$ cat config.mk
export PLATFORM = sky130hd
export DESIGN_NAME = seg_scan_n
export DESIGN_NICKNAME = d
export VERILOG_FILES = /design/src/rtl/seg_scan_n.sv
export SDC_FILE = /design/constraint.sdc
export NUM_CORES = 1
export LEC_CHECK = 0
export ABC_AREA = 1
export CORE_ASPECT_RATIO = 2
export CORE_MARGIN = 10
export CORE_UTILIZATION = 35
export CTS_BUF_LIST = sky130_fd_sc_hd__clkbuf_4 sky130_fd_sc_hd__clkbuf_8 sky130_fd_sc_hd__clkbuf_16
export CTS_CLUSTER_DIAMETER = 30
export CTS_CLUSTER_SIZE = 12
export DETAILED_ROUTE_END_ITERATION = 10
export DONT_BUFFER_PORTS = 1
export GPL_TIMING_DRIVEN = 0
export SYNTH_ARGS = -nofsm -noshare
export SYNTH_HDL_FRONTEND = slang
export SYNTH_SLANG_ARGS = --single-unit
$ cat constraint.sdc
create_clock -name clk_24m -period 1.75 [get_ports clk_24m]
set_input_delay 0.175 -clock clk_24m [delete_from_list [all_inputs] [get_ports clk_24m]]
set_output_delay 0.175 -clock clk_24m [all_outputs]
set_load 0.05 [all_outputs]
$ cat src/rtl/seg_scan_n.sv
// seg_scan_n: multiplexed common-anode 7-segment driver with sequential
// binary-to-BCD conversion (shift-add-3) behind a load/busy handshake.
// Optional build macro SEG_LZ_BLANK_EN enables leading-zero blanking.
module seg_scan_n #(
  parameter int unsigned DIGITS   = 4,
  parameter int unsigned BIN_W    = 14,
  parameter int unsigned SCAN_DIV = 24000
) (
  input  logic              clk_24m,
  input  logic              rst_n,
  input  logic [BIN_W-1:0]  bin,
  input  logic              load,
  input  logic [DIGITS-1:0] dp,
  output logic              busy,
  output logic              overflow,
  output logic [7:0]        sm_seg,
  output logic [DIGITS-1:0] sm_bit
);

  localparam int unsigned BCD_W = 4 * DIGITS;
  localparam int unsigned CNT_W = $clog2(BIN_W);
  localparam int unsigned IDX_W = (DIGITS > 1) ? $clog2(DIGITS) : 1;
  localparam int unsigned PRE_W = $clog2(SCAN_DIV);

  function automatic int unsigned pow10(input int unsigned n);
    int unsigned r;
    r = 1;
    for (int unsigned i = 0; i < n; i++) r = r * 10;
    return r;
  endfunction

  localparam int unsigned OVF_LIMIT = pow10(DIGITS);

  typedef enum logic [1:0] {
    IDLE   = 2'd0,
    SHIFT  = 2'd1,
    COMMIT = 2'd2
  } state_t;

  state_t             state;
  state_t             next_state;
  logic               accept;
  logic               do_shift;
  logic               do_commit;

  logic [BIN_W-1:0]   shreg;
  logic [BCD_W-1:0]   bcd;
  logic [BCD_W-1:0]   bcd_adj;
  logic [BCD_W-1:0]   bcd_next;
  logic [CNT_W-1:0]   bit_cnt;
  logic               ovf_pend;
  logic [BCD_W-1:0]   disp;

  logic [PRE_W-1:0]   presc;
  logic [IDX_W-1:0]   idx;
  logic               tick;
  logic [3:0]         nib;
  logic               dp_sel;
  logic               blank;
  logic               lz;
  logic [7:0]         seg_next;
  logic [DIGITS-1:0]  bit_next;

  // Converter state register
  always_ff @(posedge clk_24m or negedge rst_n) begin
    if (!rst_n) state <= IDLE;
    else        state <= next_state;
  end

  // Converter next-state and datapath strobes
  always_comb begin
    next_state = state;
    accept     = 1'b0;
    do_shift   = 1'b0;
    do_commit  = 1'b0;
    case (state)
      IDLE: begin
        if (load) begin
          accept     = 1'b1;
          next_state = SHIFT;
        end
      end
      SHIFT: begin
        do_shift = 1'b1;
        if (bit_cnt == CNT_W'(BIN_W - 1)) next_state = COMMIT;
      end
      COMMIT: begin
        do_commit  = 1'b1;
        next_state = IDLE;
      end
      default: next_state = IDLE;
    endcase
  end

  // Add 3 to every BCD nibble >= 5, then shift one binary bit in
  always_comb begin
    bcd_adj = bcd;
    for (int i = 0; i < int'(DIGITS); i++) begin
      if (bcd[i*4 +: 4] >= 4'd5) bcd_adj[i*4 +: 4] = bcd[i*4 +: 4] + 4'd3;
    end
    bcd_next = BCD_W'({bcd_adj, shreg[BIN_W-1]});
  end

  // Conversion datapath, display register and handshake flags
  always_ff @(posedge clk_24m or negedge rst_n) begin
    if (!rst_n) begin
      shreg    <= '0;
      bcd      <= '0;
      bit_cnt  <= '0;
      ovf_pend <= 1'b0;
      disp     <= '0;
      overflow <= 1'b0;
      busy     <= 1'b0;
    end else begin
      busy <= (next_state != IDLE);
      if (accept) begin
        shreg    <= bin;
        bcd      <= '0;
        bit_cnt  <= '0;
        ovf_pend <= (32'(bin) >= OVF_LIMIT);
      end
      if (do_shift) begin
        bcd     <= bcd_next;
        shreg   <= {shreg[BIN_W-2:0], 1'b0};
        bit_cnt <= bit_cnt + CNT_W'(1);
      end
      if (do_commit) begin
        disp     <= bcd;
        overflow <= ovf_pend;
      end
    end
  end

  assign tick = (presc == PRE_W'(SCAN_DIV - 1));

  // Glyph for the digit currently selected by the scan index
  always_comb begin
    nib    = 4'd0;
    dp_sel = 1'b0;
    blank  = 1'b0;
    lz     = 1'b1;
    for (int i = int'(DIGITS) - 1; i >= 0; i--) begin
      lz = lz & (disp[i*4 +: 4] == 4'd0);
      if (idx == IDX_W'(i)) begin
        nib    = disp[i*4 +: 4];
        dp_sel = dp[i];
`ifdef SEG_LZ_BLANK_EN
        blank  = (i != 0) && lz;
`endif
      end
    end
    case (nib)
      4'd0:    seg_next = 8'hC0;
      4'd1:    seg_next = 8'hF9;
      4'd2:    seg_next = 8'hA4;
      4'd3:    seg_next = 8'hB0;
      4'd4:    seg_next = 8'h99;
      4'd5:    seg_next = 8'h92;
      4'd6:    seg_next = 8'h82;
      4'd7:    seg_next = 8'hF8;
      4'd8:    seg_next = 8'h80;
      4'd9:    seg_next = 8'h90;
      default: seg_next = 8'hC0;
    endcase
    if (overflow)   seg_next = 8'hBF;
    else if (blank) seg_next = 8'hFF;
    if (dp_sel)     seg_next[7] = 1'b0;
    bit_next = ~(DIGITS'(1) << idx);
  end

  // Prescaler, scan index and segment/digit output registers
  always_ff @(posedge clk_24m or negedge rst_n) begin
    if (!rst_n) begin
      presc  <= '0;
      idx    <= '0;
      sm_seg <= 8'hFF;
      sm_bit <= '1;
    end else if (tick) begin
      presc  <= '0;
      idx    <= (idx == IDX_W'(DIGITS - 1)) ? '0 : idx + IDX_W'(1);
      sm_seg <= seg_next;
      sm_bit <= bit_next;
    end else begin
      presc <= presc + PRE_W'(1);
    end
  end

endmodule

## Word level (Yosys, flattened, before mapping)

Memories as Yosys holds them, arrays and structs flattened.
Cells that the tools add are included.

| storage, ports and cells | value |
|---|---|
| ROM bits | 112 |
| register bits after elaboration | 84 |
| bits of input ports | 21 |
| logic and storage cells | 67 |
| memories kept | 1 |

Memories:

| name | depth | bits a word | read ports | clocked after memory_dff | write ports | line | text |
|---|---|---|---|---|---|---|---|
| (no name shown) | 16 | 7 | 1 | 0 | 0 | 152 | `case (nib)` |

| operators by class | value |
|---|---|
| add/sub/neg operators | 7 |
| reductions and logical operators | 4 |
| $lt $le $gt $ge | 5 |
| shifts and indexed selects | 1 |
| muxes and demuxes | 29 |
| equality and inequality tests | 7 |
| bitwise logic cells | 1 |

Operators with widths:

| cell | count |
|---|---|
| 2-to-1 mux 4 bit | 9 |
| 2-to-1 mux 16 bit | 2 |
| 2-to-1 mux 14 bit | 2 |
| >= comparator 4 x 3 -> 1 bit, second input constant | 4 |
| adder 15 x 1 -> 15 bit, second input constant | 1 |
| == test 15 bit, second input constant | 1 |
| 2-to-1 mux 15 bit | 1 |
| >= comparator 14 bit, second input constant | 1 |
| adder 4 x 2 -> 4 bit, second input constant | 3 |
| 2-to-1 mux 1 bit | 9 |
| 2-to-1 mux 8 bit | 1 |
| == test 2 bit, second input constant | 3 |
| 2-to-1 mux 2 bit | 3 |
| adder 4 x 1 -> 4 bit, second input constant | 1 |
| == test 2 x 1 -> 1 bit, second input constant | 2 |
| == test 4 bit, second input constant | 1 |
| logical NOT 2 bit | 2 |
| NOT 4 bit | 1 |
| case mux 2 bit (2 select lines) | 1 |
| nonzero test 2 bit | 2 |
| left shift 1 x 2 -> 4 bit, first input constant | 1 |
| adder 3 x 2 -> 3 bit, second input constant | 1 |
| 2-to-1 mux 3 bit | 1 |
| adder 2 x 1 -> 2 bit, second input constant | 1 |

## Logic depth before layout (Yosys ltp)

An unclocked memory read counts as a cell.

| depth | value |
|---|---|
| word-level depth | 8 |
| gate-level depth with buffers | 15 |

## Worst setup path after synthesis

Ideal clock, no wire load.

| timing | value |
|---|---|
| path kind | register -> register |
| from | reg idx[0] |
| to | reg sm_seg[3] |
| path slack | -135 ps |
| cell stages (with the launch flop) | 12 |
| period minus slack after synthesis | 1885 ps |
| data arrival time | 1812 ps |
| path buffers | 1 |
| path through | dfrtp_1 > inv_1 > ha_1 > buf_2 > inv_1 > or2_2 > nand2_1 > inv_1 > ha_1 > nand2_1 > nand3_1 > a21oi_1 |

| between the ends | value |
|---|---|
| longest elaborated chain between the ends | 7 |
| elaborated cells between the ends (all ways) | 10 |
| classes of those cells | 3 x eq/ne; 5 x mux; 1 x reduce/logical; 1 x memory |

RTL lines:

| item | line | text |
|---|---|---|
| from (decl) | 55 | `logic [IDX_W-1:0] idx;` |
| from (signal assigned) | 180 | `idx <= (idx == IDX_W'(DIGITS - 1)) ? '0 : idx + IDX_W'(1);` |
| == test 2 bit | 144 | `if (idx == IDX_W'(i)) begin` |
| 2-to-1 mux 4 bit (3 in series) | 144 |  |
| 2-to-1 mux 4 bit (*) | 144 |  |
| memory (16 x 7 bit) (*) | n/a |  |
| 2-to-1 mux 8 bit (*) | 165 | `if (overflow) seg_next = 8'hBF;` |
| to (signal assigned) | 181 | `sm_seg <= seg_next;` |
| to (decl) | 16 | `output logic [7:0] sm_seg,` |

Every way passes the cells marked *; elsewhere a longest branch is shown, timed or not.
A chain may end at the register's enable or synchronous reset.

## Final worst setup path

| timing | value |
|---|---|
| from | reg idx[1] |
| to | reg sm_seg[5] |

The elaborated chain is that of the path after synthesis.

==> impl_metrics.csv <==
group,metric,value,unit
layout,drive_above_1_share,19.4,%
floorplan,row_count,56,
floorplan,dieWidth,97.6,um
clock_tree,cts.path.max_buffers,2,
layout,fin_cells,681,
yosys,ys.warnings.count,0,
timing,skew,0.00763,ns
yosys,yosysUniqueCellTypes,38,
clock_tree,clock_latency,0.34,ns
timing,finalHoldViolCount,84,
yosys,synthesis.area,0.00422,mm2
critical_path,reg2reg_slack,-0.007,ns
critical_path,required,2.02,ns
run,cap_violations,0,
critical_path,start_kind,"register",
critical_path,cp.arrival,2.03,ns
critical_path,critPathTopFamily,"simple AND/OR/NAND/NOR gates",
run_status,status,"finished with violations",
global_routing,grt_antenna_before_repair,0,
layout,syn2layout_area_growth,21.4,%
yosys,synth_area_leaders,"dfrtp_1 43%, nand2_1 10%, dfstp_2 7.5%",
floorplan,core_area,0.0118,mm2
power_and_ir_drop,ir_drop,0.783,mV
layout,num_antenna_cells,0,
clock_tree,ctsRootBufferMaster,"clkbuf_16",
timing,setup_viol,1,
clock_tree,h-tree-depth,3,
clock_tree,holdBufCountCts,11,
detailed_routing,vias,3423,
min_path,hold_path_class,"primary input to async pin",
critical_path,max_stage_delay,0.41,ns
yosys,ys_seq_area_share,50.2,%
floorplan,num_io_pins,35,
clock_tree,cts_tree,"built",
timing,setup_tns,-0.00659,ns
critical_path,critPathKind,"register to register",
placement,numPortBuffers,0,
timing,timing.fmax,569,MHz
critical_path,endpoint_kind,"register",
global_routing,grt-ovfl-total,0,
yosys,async_flop_share,100,%
yosys,ys_seq_elements,84,
detailed_routing,ant_nets,0,
yosys,ys_top_cells_by_count,"113 x nand2_1, 72 x dfrtp_1, 68 x inv_1",
critical_path,critical_path.slowest_cell,"dfrtp_1",
critical_path,critPathMaxFanout,6,
yosys,synth-edff-count,0,
timing,tightest_slew,0.578,ns
detailed_routing,drc_errors,0,
layout,final_nets,573,
global_routing,grt_pass1_vias,3640,
detailed_routing,wl_per_cell,14.5,um
yosys,yosysTopAreaCell,"dfrtp_1",
placement,dp_cells,646,
yosys,syn_nets,542,
global_routing,grt_pass1_wl,17.0,mm
critical_path,worst-path-buf-inv,2,
detailed_routing,vias_per_cell,5.03,
power_and_ir_drop,power,7.09,mW
timing,timing.final.crit_share,100,%
placement,gp_congestion,0.830,
timing,slew_headroom,61.5,%
power_and_ir_drop,p_leak,2.38,nW
global_routing,grt_start_max_net_pins,85,
floorplan,die-area,0.0171,mm2
clock_tree,clk_pin_slew,0.06,ns
clock_tree,clock_sinks,84,
detailed_routing,drt-total-wl,9.87,mm
timing,final.min_clock_period,1.76,ns
floorplan,start_util,35.9,%
critical_path,crit_chain,"buf_6 -> ha_4 -> buf_4 -> a21oi_2 -> nand2_2 -> nand2_2 -> nand2_2 -> nand2_1 -> nand3_1 -> a21oi_2",
detailed_routing,dr.pass1.iters,4,
yosys,postSynthAreaPerCell,8.42,um2
placement,dp_slack,-0.298,ns
yosys,synth_top_area_share,42.7,%
clock_tree,numCtsBuffers,9,
timing,hold_ws,-0.474,ns
floorplan,fp.dieH,175,um
yosys,yosysMostFrequentCell,"nand2_1",
yosys,ys.flop_type,"dfrtp_1",
timing,rsz0062_at_grt,"yes",
timing,setup_slack,-0.00659,ns
yosys,postSynthCellCount,501,
power_and_ir_drop,p_per_area,1380,mW/mm2
placement,dp_hpwl,7.13,mm
critical_path,crit_top_cell,"nand2_2",
detailed_routing,drt_iter0_markers,105,
timing,finalMaxSlewViolations,0,
global_routing,groute.usage.overall,12.0,%
run_status,failed_checks,"hold timing, setup timing",
==> routing by layer <==
metal / global-route usage, % / wire length [um]
met5: 0 / 0
met4: 6.21 / 289
met3: 3.07 / 396
met2: 22.0 / 5430
met1: 12.0 / 3750
==> through the flow <==
step           util (%)  instance area, um2
2_1_floorplan         -                4240
3_3_place_gp       37.6                4420
3_5_place_dp       37.6                4420
4_1_cts            42.6                5020
5_1_grt            43.5                5120
6_report           43.5                5120
==> cell families after synthesis <==
family	count (synthesis)	share of synthesized area (%)
AO/OA/AOI/OAI	117	15.6
multiplexers	1	0.237
XOR/XNOR	4	0.830
AND/OR/NAND/NOR	192	19.6
flip-flops	84	50.2
buffers and inverters	83	7.65
adder cells (fa/ha/maj)	20	5.93
==> registers in the layout (all words and copies together), names as in the netlist <==
| register | cells |
|---|---|
| bcd | 16 |
| bit_cnt | 4 |
| busy | 1 |
| disp | 16 |
| idx | 2 |
| overflow | 1 |
| ovf_pend | 1 |
| presc | 15 |
| shreg | 14 |
| sm_bit | 4 |
| sm_seg | 8 |
| state | 2 |
==> where the power goes <==
part	internal [mW]	total (mW)	switching [mW]
Clock	1.11	1.85	0.743
Combinational	0.899	2.35	1.46
Sequential	2.49	2.88	0.397
Total	4.49	7.09	2.60
==> final cells by class <==
class / count / area [um2]
fill: 1152 / 6650
sequential: 84 / 2120
multi-input combinational: 334 / 2000
inverter: 71 / 277
clock buffer: 10 / 233
timing repair buffer: 21 / 205
tap: 145 / 181
clock inverter: 5 / 53.8
buffer: 11 / 53.8
==> timing repair <==
item | in CTS | in global routing
hold endpoints to repair | 95 | 84
pin swaps | 15 | 21
setup buffers | 7 | 3
endpoints found under the setup margin | 7 | 20
resized for setup | 32 | 32
==> layout by cell type (no fill, tap or decap), types with 6 or more instances in the layout <==
| cell type | netlist | layout |
|---|---|---|
| ha_1 | 20 | 12 |
| nor2_1 | 39 | 33 |
| inv_1 | 68 | 62 |
| o21ai_0 | 57 | 56 |
| o22ai_1 | 7 | 7 |
| nand2_1 | 113 | 100 |
| a22oi_1 | 10 | 10 |
| a21oi_2 | 1 | 8 |
| dfstp_2 | 12 | 12 |
| clkbuf_16 | 0 | 9 |
| nand3_2 | 1 | 7 |
| a21oi_1 | 32 | 24 |
| dlygate4sd3_1 | 0 | 11 |
| dfrtp_1 | 72 | 71 |
| nand2_2 | 1 | 12 |
| ha_4 | 0 | 6 |
| nand3_1 | 25 | 19 |
| buf_4 | 0 | 7 |
| clkbuf_1 | 8 | 6 |
==> path summary, 6_finish.rpt <==
path | from | end | cells after the start
min in group clk_24m | bin[12] | shreg[12] | 2
min reg2reg | presc[0] | presc[0] | 1
min | rst_n | presc[14] | 0
max in group asynchronous | rst_n | sm_seg[5] | 0
max | idx[1] | sm_seg[5] | 10
max reg2reg | idx[1] | sm_seg[5] | 10
(Power assumes the default switching activity.)
==> RTL change 1: new RTL, same flow settings <==
Register the output `sm_seg` once more; this adds one clock of latency there. The other outputs are not delayed to match.
--- a/src/rtl/seg_scan_n.sv
+++ b/src/rtl/seg_scan_n.sv
@@ -22,4 +22,6 @@
   localparam int unsigned IDX_W = (DIGITS > 1) ? $clog2(DIGITS) : 1;
   localparam int unsigned PRE_W = $clog2(SCAN_DIV);
+
+  logic [7:0] sm_seg_s0;
 
   function automatic int unsigned pow10(input int unsigned n);
@@ -174,10 +176,10 @@
       presc  <= '0;
       idx    <= '0;
-      sm_seg <= 8'hFF;
+      sm_seg_s0 <= 8'hFF;
       sm_bit <= '1;
     end else if (tick) begin
       presc  <= '0;
       idx    <= (idx == IDX_W'(DIGITS - 1)) ? '0 : idx + IDX_W'(1);
-      sm_seg <= seg_next;
+      sm_seg_s0 <= seg_next;
       sm_bit <= bit_next;
     end else begin
@@ -186,4 +188,8 @@
   end
 
+  always_ff @(posedge clk_24m) begin
+    sm_seg <= sm_seg_s0;
+  end
+
 endmodule
 
Function: same outputs for any inputs over 10 cycles, from zero or initial values and one cycle with rst_n low; that may be too few to reach the edited logic, so the function may still have changed.
==> RTL change 1 against the unedited design <==
- the run still ends with negative hold slack, negative setup slack left
- routed wire length is 1.6% higher
- setup slack worse by 0.014 ns
- sequential power is 8.3% higher
- combinational power is 8.5% higher
- power is 7.9% higher
- synthesized area is 3.6% higher
- first-iteration DRC count is 18% higher
- die area is 3.0% higher
- design area is 3.8% higher
- sequential cell count is 8 higher
- hold slack worse by 0.0059 ns
- cell count is 0.88% higher
- critical path type unchanged
- critical endpoint is now sm_seg_s0[6]
- largest power group unchanged
==> RTL change 1: results (changes against the unedited design) <==
Syn Inst Count 505 (was 501); fraction of registers with async set/reset 91.3% (was 100%); placed instance count 652 (was 646); Post-Synth Adder-Cell Area 5.72% (was 5.93%); CP max-delay cell dfrtp_2 (was dfrtp_1); Nets 576 (was 573); CP max FO 5 (was 6); crit-path leading delay family flip-flops (was simple AND/OR/NAND/NOR gates); post-synthesis mux area share 0.229% (was 0.237%); status complete, but fails checks (unchanged); vias in the first global route 3588 (was 3640); FF-to-FF path depth 11 (was 10); Synth Area in XOR/XNOR 1.00% (was 0.830%); DR WL/cell 14.6 um (was 14.5 um); Final Skew 0.00993 ns (was 0.00763 ns); Crit path largest cell delay 0.46 ns (was 0.41 ns); Setup Buffers After CTS 11 (was 7); gpl congestion 0.865 (was 0.830); Hold Violations, Final 84 (unchanged); Hold Slack -0.480 ns (was -0.474 ns); DRT iter0 DRCs 124 (was 105); post-layout worst setup margin -0.0209 ns (was -0.00659 ns); violated checks negative hold slack, negative setup slack (unchanged); crit path to sm_seg_s0[6] (was sm_seg[5]); Finished Layout Cells 687 (was 681); Synth area leaders dfrtp_1, nand2_1, dfstp_2 (unchanged); leakage power 2.44 nW (was 2.38 nW); Netlist cell types 37 (was 38); # hold bufs at CTS 3 (was 11); critical path startpoint idx[0] (was idx[1]); Max-slew headroom 60.5% (was 61.5%); post-detail-place hpwl 6910 um (was 7130 um); endpoints failing setup 3 (was 1); final setup TNS -0.0343 ns (was -0.00659 ns); Placement Setup Slack -0.285 ns (was -0.298 ns); global-route wire length before repair 16400 um (was 17000 um)
## RTL change 1: cell count changes after synthesis, moves of 2 or more
cell	change
inv_1	+3
a21oi_1	+13
clkbuf_1	-3
nand2_1	-20
o21ai_0	-2
a22oi_1	-10
o22ai_1	+12
buf_2	+2
dfxtp_1	+8
## RTL change 1: cell type report
cell class                 instances  area (um2)
buffer                            10        50.0
clock buffer                      10         250
clock inverter                     6        58.8
fill                            1139        6880
inverter                          75         303
multi-input combinational        327        2020
sequential                        92        2280
tap                              147         184
timing repair buffer              20         169
## RTL change 1: cells by family (layout without fill, tap and decap cells)
logic type                 after synthesis  after routing
buffers and inverters                   86            121
AOI/OAI and AO/OA                      127            127
and+or+nand+nor                        174            174
xor gates and xnor gates                 5              5
muxes                                    1              1
DFF                                     92             92
adders and majority gates               20             20
## RTL change 1: report_power, final
part | switching (mW) | internal (mW)
Sequential | 0.432 | 2.69
Combinational | 1.56 | 0.994
Clock | 0.894 | 1.08
==> RTL change 2: new RTL, same flow settings <==
Without the edit above. Add a define of `SEG_LZ_BLANK_EN`.
--- a/src/rtl/seg_scan_n.sv
+++ b/src/rtl/seg_scan_n.sv
@@ -2,4 +2,6 @@
 // binary-to-BCD conversion (shift-add-3) behind a load/busy handshake.
 // Optional build macro SEG_LZ_BLANK_EN enables leading-zero blanking.
+`define SEG_LZ_BLANK_EN
+
 module seg_scan_n #(
   parameter int unsigned DIGITS   = 4,
Check against the original RTL: no difference found for any inputs over 10 cycles, from zero or initial values and one cycle with rst_n low; that may be too few to reach the edited logic, so the function may still have changed.
==> RTL change 2 against the unedited design <==
- the flow still finishes with violations (negative hold slack, negative setup slack)
- clock power increased by 6%
- clock skew down 0.00065 ns
- setup slack got worse by 0.11 ns
- synthesized area increased by 3.0%
- power increased by 1.5%
- routed wire length rose by 11%
- sequential cell count unchanged
- fmax fell by 5.9%
- design area is 4.6% higher
- sequential share of layout area down 1.8 points
- critical path type unchanged
- largest power group unchanged
==> RTL change 2: results (changes against the unedited design) <==
Hold Slack -0.471 ns (was -0.474 ns); vias in the first global route 3964 (was 3640); met1 Usage GRT 12.0% (about the same); Post-Synth Adder-Cell Area 4.89% (was 5.93%); final setup TNS -0.345 ns (was -0.00659 ns); Crit path largest cell delay 0.44 ns (was 0.41 ns); critical path arrival 2.14 ns (was 2.03 ns); met1 WL 4010 um (was 3750 um); GR Layer Usage met3 2.73% (was 3.07%); violated checks negative hold slack, negative setup slack (unchanged); Netlist cell types 36 (was 38); synth cell count leaders nand2_1, dfrtp_1, inv_1 (unchanged); Synth area leaders dfrtp_1, nand2_1, dfstp_2 (unchanged); Placement Setup Slack -0.331 ns (was -0.298 ns); Peak VDD IR 0.909 mV (was 0.783 mV); # hold bufs at CTS 13 (was 11); YS warnings 0 (unchanged); Syn Inst Count 529 (was 501); synthesized net count 567 (was 542); status complete, but fails checks (unchanged); DRT iter0 DRCs 140 (was 105); DR WL/cell 15.0 um (was 14.5 um); M2 GR Usage 24.4% (was 22.0%); worst slew pin tran 0.523 ns (was 0.578 ns); switching power of the nets 2.64 mW (was 2.60 mW); leakage power 2.59 nW (was 2.38 nW); post-layout worst setup margin -0.117 ns (was -0.00659 ns); Hold Violations, Final 84 (unchanged); routed wl met3 433 um (was 396 um); Synth Area in Compound Gates 13.7% (was 15.6%); CP max FO 5 (was 6); Synth Area in XOR/XNOR 1.01% (was 0.830%); placed instance area 0.00455 mm2 (was 0.00442 mm2); layout cell share with drive strength beyond 1 20.5% (was 19.4%); post-synthesis mux area share 0.230% (was 0.237%); placed instance count 676 (was 646); gpl congestion 0.826 (was 0.830); wire length on met2 6250 um (was 5430 um); CP max-delay cell dfrtp_2 (was dfrtp_1); all-layer global routing usage 12.6% (was 12.0%); Via Count 3679 (was 3423); global-route wire length before repair 18300 um (was 17000 um); power share of the clock group 27.3% (was 26.1%); Nets 614 (was 573); Final Skew 0.00698 ns (was 0.00763 ns); register area share after synthesis 48.7% (was 50.2%); Avg Vias per Cell 5.05 (was 5.03); endpoints failing setup 6 (was 1)
RTL change 2: path summary, 6_finish.rpt:
kind                                  end  slack, ns  depth (start not counted)
worst max-delay path            sm_seg[6]      -0.12                         14
worst min-delay path             presc[4]      -0.47                          0
worst max register to register  sm_seg[6]      -0.12                         14
worst min register to register    disp[0]       0.48                          2
max in group asynchronous       sm_seg[4]       2.01                          0
min in group clk_24m             ovf_pend       0.05                          2
RTL change 2: cell type report:
type                       instances  area [um2]
clock buffer                      12         260
timing repair buffer              38         338
inverter                          77         309
multi-input combinational        355        2040
sequential                        84        2120
clock inverter                     4        47.5
tap                              147         184
buffer                            11        62.6
fill                            1171        6840
RTL change 2: timing repair:
action                     CTS  global route
pin swaps                    7            13
setup endpoints to repair   17            29
hold endpoints to repair    97            84
resized for setup           32            27
buffers inserted            17             8
